--- config.mk ---
export PLATFORM = sky130hd
export DESIGN_NAME = register_file
export DESIGN_NICKNAME = d
export VERILOG_FILES = /design/src/rtl/register_file_pkg.sv /design/src/rtl/register_file_reg_read_port.sv /design/src/rtl/register_file.sv
export SDC_FILE = /design/constraint.sdc
export NUM_CORES = 2
export LEC_CHECK = 0
export CORE_ASPECT_RATIO = 1.2
export CORE_MARGIN = 1.5
export CORE_UTILIZATION = 57
export CTS_BUF_LIST = sky130_fd_sc_hd__clkbuf_8 sky130_fd_sc_hd__clkbuf_16
export CTS_CLUSTER_DIAMETER = 30
export DETAILED_ROUTE_END_ITERATION = 12
export PLACE_DENSITY_LB_ADDON = 0.12
export SYNTH_ARGS = -nofsm -noshare
export SYNTH_HDL_FRONTEND = slang
export SYNTH_HIERARCHICAL = 1
export SYNTH_SLANG_ARGS = --single-unit
--- constraint.sdc ---
create_clock -name CLK -period 78.7 [get_ports CLK]
set_clock_uncertainty 0.15 [all_clocks]
set_input_delay 19.675 -clock CLK [delete_from_list [all_inputs] [get_ports CLK]]
set_output_delay 19.675 -clock CLK [all_outputs]
set_load 0.02 [all_outputs]
--- src/rtl/register_file_pkg.sv ---
// Shared LEGv8 register-file definitions: index width, data width and the XZR index.
// Also used by the control decoder and the ALU-side muxes.
package register_file_pkg;

  localparam int unsigned RegIdxW = 5;
  localparam int unsigned DataW   = 64;
  localparam logic [RegIdxW-1:0] Xzr = 5'd31;

endpackage

--- src/rtl/register_file_reg_read_port.sv ---
// One combinational read port: XZR forcing, reset masking and optional same-cycle write bypass.
// Both read ports instance this module.
module reg_read_port
  import register_file_pkg::*;
#(
  parameter int unsigned n      = DataW,
  parameter int unsigned NREG   = 32,
  parameter int unsigned BYPASS = 1
) (
  input  logic [RegIdxW-1:0] idx,
  input  logic [n-1:0]       mem [NREG],
  input  logic               reset,
  input  logic               wrEn,
  input  logic [RegIdxW-1:0] wrIdx,
  input  logic [n-1:0]       wrData,
  output logic [n-1:0]       data
);

  always_comb begin
    data = '0;
    // XZR and reset both force zero; the write is blocked under reset, so is its bypass.
    if (!reset && idx != Xzr) begin
      if (BYPASS != 0 && wrEn && wrIdx == idx) begin
        data = wrData;
      end else begin
        data = mem[idx];
      end
    end
  end

endmodule

--- src/rtl/register_file.sv ---
// 32 x 64-bit LEGv8 register file: two combinational read ports, one clocked write port.
// X31 is XZR; asynchronous active-high reset clears every entry.
module register_file
  import register_file_pkg::*;
#(
  parameter int unsigned n      = DataW,
  parameter int unsigned NREG   = 32,
  parameter int unsigned BYPASS = 1
) (
  input  logic               CLK,
  input  logic               Reset,
  input  logic [RegIdxW-1:0] RA,
  input  logic [RegIdxW-1:0] RB,
  input  logic [RegIdxW-1:0] RW,
  input  logic [n-1:0]       BusW,
  input  logic               RegWr,
  output logic [n-1:0]       BusA,
  output logic [n-1:0]       BusB
);

  logic [n-1:0] mem [NREG];

  always_ff @(posedge CLK or posedge Reset) begin
    if (Reset) begin
      for (int i = 0; i < int'(NREG); i++) begin
        mem[i] <= '0;
      end
    end else if (RegWr && RW != Xzr) begin
      mem[RW] <= BusW;
    end
  end

  reg_read_port #(
    .n      (n),
    .NREG   (NREG),
    .BYPASS (BYPASS)
  ) portA (
    .idx    (RA),
    .mem    (mem),
    .reset  (Reset),
    .wrEn   (RegWr),
    .wrIdx  (RW),
    .wrData (BusW),
    .data   (BusA)
  );

  reg_read_port #(
    .n      (n),
    .NREG   (NREG),
    .BYPASS (BYPASS)
  ) portB (
    .idx    (RB),
    .mem    (mem),
    .reset  (Reset),
    .wrEn   (RegWr),
    .wrIdx  (RW),
    .wrData (BusW),
    .data   (BusB)
  );

endmodule
==> flow_summary_export.csv <==
group,metric,value,unit
sta,tightest_slew,1285,ps
critical_path,crit_top_cell,"buf_4",
sta,timing.final.crit_period,44550,ps
synthesis,syn-instance-count,7016,
cts,clkSlewWorstSetupHoldPaths,50,ps
synthesis,syn_nets,7098,
floorplanning,die_w,403.5,um
drt,drt_first_iter_violations,7172,
cells_and_area,regMostFlops,"mem",
cells_and_area,fin_cells,9842,
floorplanning,dieHeight,483.6,um
critical_path,r2r-start,"mem[241]",
cts,cts_hold_buffers,0,
pwr,leakagePower,55.52,nW
pwr,switching_share,25.00,%
global_route,overflow,0,
synthesis,ys_seq_elements,2048,
sta,slew_headroom,14.30,%
synthesis,synth_edf_count,0,
cells_and_area,largest_reg_flops,2048,
drt,drt_pass1_iterations,5,
drt,routed_via_density,7.090,
place,numPortBuffers,209,
synthesis,synth_seq_area_share,46.70,%
cells_and_area,fin_nets,7066,
critical_path,crit_required,58870,ps
critical_path,max_stage_delay,950,ps
floorplanning,rows,176,
cts,cts.sinks,2048,
synthesis,syn_area,109700,um^2
pwr,p_clk_share,48.6,%
critical_path,arrival,24730,ps
critical_path,end_kind,"output port",
place,preCtsSetupSlack,34000,ps
place,place_congestion,0.7999,
status,status,"complete, no violations",
sta,final_max_slew_viol_count,0,
sta,max_freq,22.45,MHz
drt,drt-total-wl,341400,um
cts,clk-insertion-delay-late,990,ps
cts,clk_root_buffer_cell,"clkbuf_16",
place,hpwl,174500,um
global_route,grt_max_degree,190,
synthesis,ys_async_sr_fraction,100.0,%
sta,setup-tns-final,0,ps
critical_path,cp_top_family,"buffers and inverters",
pwr,power,3.966,mW
pwr,cellPowerDensity,30.98,nW/um^2
critical_path,critPathSlowestCell,"buf_4",
cts,h-tree-depth,5,
global_route,grt_pass1_wl,506400,um
sta,min_period_over_period,56.61,%
critical_path,critical_path_class,"primary input to output port",
floorplanning,initial_utilization,57.34,%
place,placed_cell_area,112400,um^2
place,placed_cells,9033,
cts,cts-resized-gates,0,
cells_and_area,design_area,128000,um^2
global_route,grt_usage,35.42,%
global_route,grt_pass1_vias,73943,
pwr,power.internal,2.975,mW
global_route,antenna_found_initial,21,
cells_and_area,drive_above_1_share,55.81,%
cts,numCtsBuffers,441,
cts,cts_tree,"built",
cells_and_area,top_regs,"mem (2048)",
synthesis,ys_types,43,
critical_path,start_kind,"primary input",
synthesis,syn_area_per_cell,15.64,um^2
floorplanning,core,191400,um^2
cells_and_area,final_core_util,66.90,%
pwr,ir_drop,0.02612,mV
pwr,combPwrFrac,16.2,%
cells_and_area,syn_to_final_growth,16.67,%
sta,rsz0062_at_grt,"no",
sta,holdWs,240.4,ps
synthesis,ys_warn_count,6,
critical_path,critPathBufInv,5,
drt,ant_nets,0,
min_path,hp-class,"flop to flop",
flow_run,drv_cap,0,
drt,drc,0,
pwr,pwr-share-seq,35.2,%
sta,setup_viol,0,
critical_path,path_max_fanout,51,
cts,clock_path_buffers,4,
drt,wl_per_cell,34.69,um
floorplanning,io_pins,210,
floorplanning,dieArea,195200,um^2
min_path,hold_path.startpoint,"mem[39]",
pwr,power.switching,991.5,uW
critical_path,startpoint,"RA[0]",
sta,finalHoldViolCount,0,
drt,dr_total_vias,69778,
synthesis,synth_flop_cell,"dfrtp_1",
cts,post-cts-setup-buffers,0,
sta,layout_setup_ws,34150,ps
critical_path,crit_chain,"buf_8 > buf_4 > buf_4 > buf_4 > mux4_2 > mux2i_1 > mux2_2 > nand2_1 > o2111a_1 > clkdlybuf4s50_1",
[path summary, 6_finish.rpt]
path,slack [ps],cells past startpoint,to
worst max-delay path,34150,10,BusA[32]
worst min-delay path,240,0,mem[39]
worst max register to register,77730,1,mem[241]
worst min register to register,240,0,mem[39]
max in group asynchronous,54390,6,mem[1090]
min in group asynchronous,19540,2,mem[397]
[synth_stat cells (2+ instances only)]
master	instances	area share, %
nor2_2	11	0.063
buf_2	281	1.3
o2111a_1	126	1.3
mux2i_1	258	2.4
mux2_2	2109	22
nand2b_1	6	0.034
nor2b_1	8	0.046
and4bb_2	3	0.034
mux4_1	6	0.14
nor2_1	3	0.010
o21ai_0	18	0.082
or3_1	5	0.029
inv_1	3	0.010
nor4_1	2	0.011
mux2_1	5	0.051
a21boi_2	2	0.021
nand3_2	3	0.027
and2_1	4	0.023
nand4b_1	3	0.024
xnor2_1	2	0.016
clkbuf_4	10	0.068
o2111ai_1	4	0.032
buf_6	67	0.69
a22oi_1	2	0.014
mux4_2	1014	21
buf_4	52	0.36
nor4_4	2	0.039
o22ai_1	252	1.4
a21oi_2	2	0.016
a2111oi_0	2	0.016
xor2_1	8	0.064
dfrtp_1	2048	47
nand3_1	3	0.014
a41oi_1	2	0.016
or2_2	2	0.011
buf_1	32	0.11
nand2_1	145	0.50
o21ai_1	110	0.50
nor3b_1	2	0.014
clkbuf_1	396	1.4
[final cells by class]
type | instances | area (um^2)
clock buffers | 533 | 12380
fillers | 12946 | 63350
inverters | 3 | 18.77
repair buffers | 363 | 3406
flip-flops and latches | 2048 | 51250
diodes | 5 | 12.51
well taps | 2492 | 3118
clock inverters | 271 | 3268
multi-input cells | 4127 | 54560
[routing by layer]
metal,up-vias,routed length (um),GRT usage [%]
met5,-,224,0
met4,32,13450,13.22
met3,898,31090,8.302
met2,3419,163000,55.97
met1,37915,133600,48.07
li1,27514,-,-
[logic make-up (layout without fill, tap and decap cells)]
family                    count (synthesis)  in the layout  share of synthesized area (%)
AOI/OAI and AO/OA                       520            520                          3.428
xor gates and xnor gates                 10             10                        0.07982
buffers and inverters                   841           1170                          3.868
DFF                                    2048           2048                          46.70
muxes                                  3392           3392                          45.00
other                                     0              5                              0
and+or+nand+nor                         205            205                         0.9168
[power groups by stage]
stage	clock network [mW]	logic [mW]	registers, mW
4_1_cts	1.94	0.639	1.39
6_report	1.93	0.641	1.40
2_1_floorplan	0	0.517	1.37
3_5_place_dp	0	0.635	1.41
3_3_place_gp	0	0.621	1.39
5_1_grt	2.00	0.680	1.43
[placed cells by master (no fill, tap or decap), types with 37 or more instances in the layout]
cell type | synthesis | final
buf_4 | 52 | 144
bufinv_16 | 0 | 68
clkbuf_16 | 0 | 448
clkbuf_8 | 0 | 85
clkdlybuf4s50_1 | 0 | 201
clkinv_2 | 0 | 87
clkinvlp_4 | 0 | 37
dfrtp_1 | 2048 | 2048
inv_1 | 3 | 46
mux2_2 | 2109 | 2109
mux2i_1 | 258 | 258
mux4_2 | 1014 | 1014
nand2_1 | 145 | 129
o2111a_1 | 126 | 126
o21ai_1 | 110 | 110
o22ai_1 | 252 | 252
Note: power is estimated with default switching activity, not from simulation.
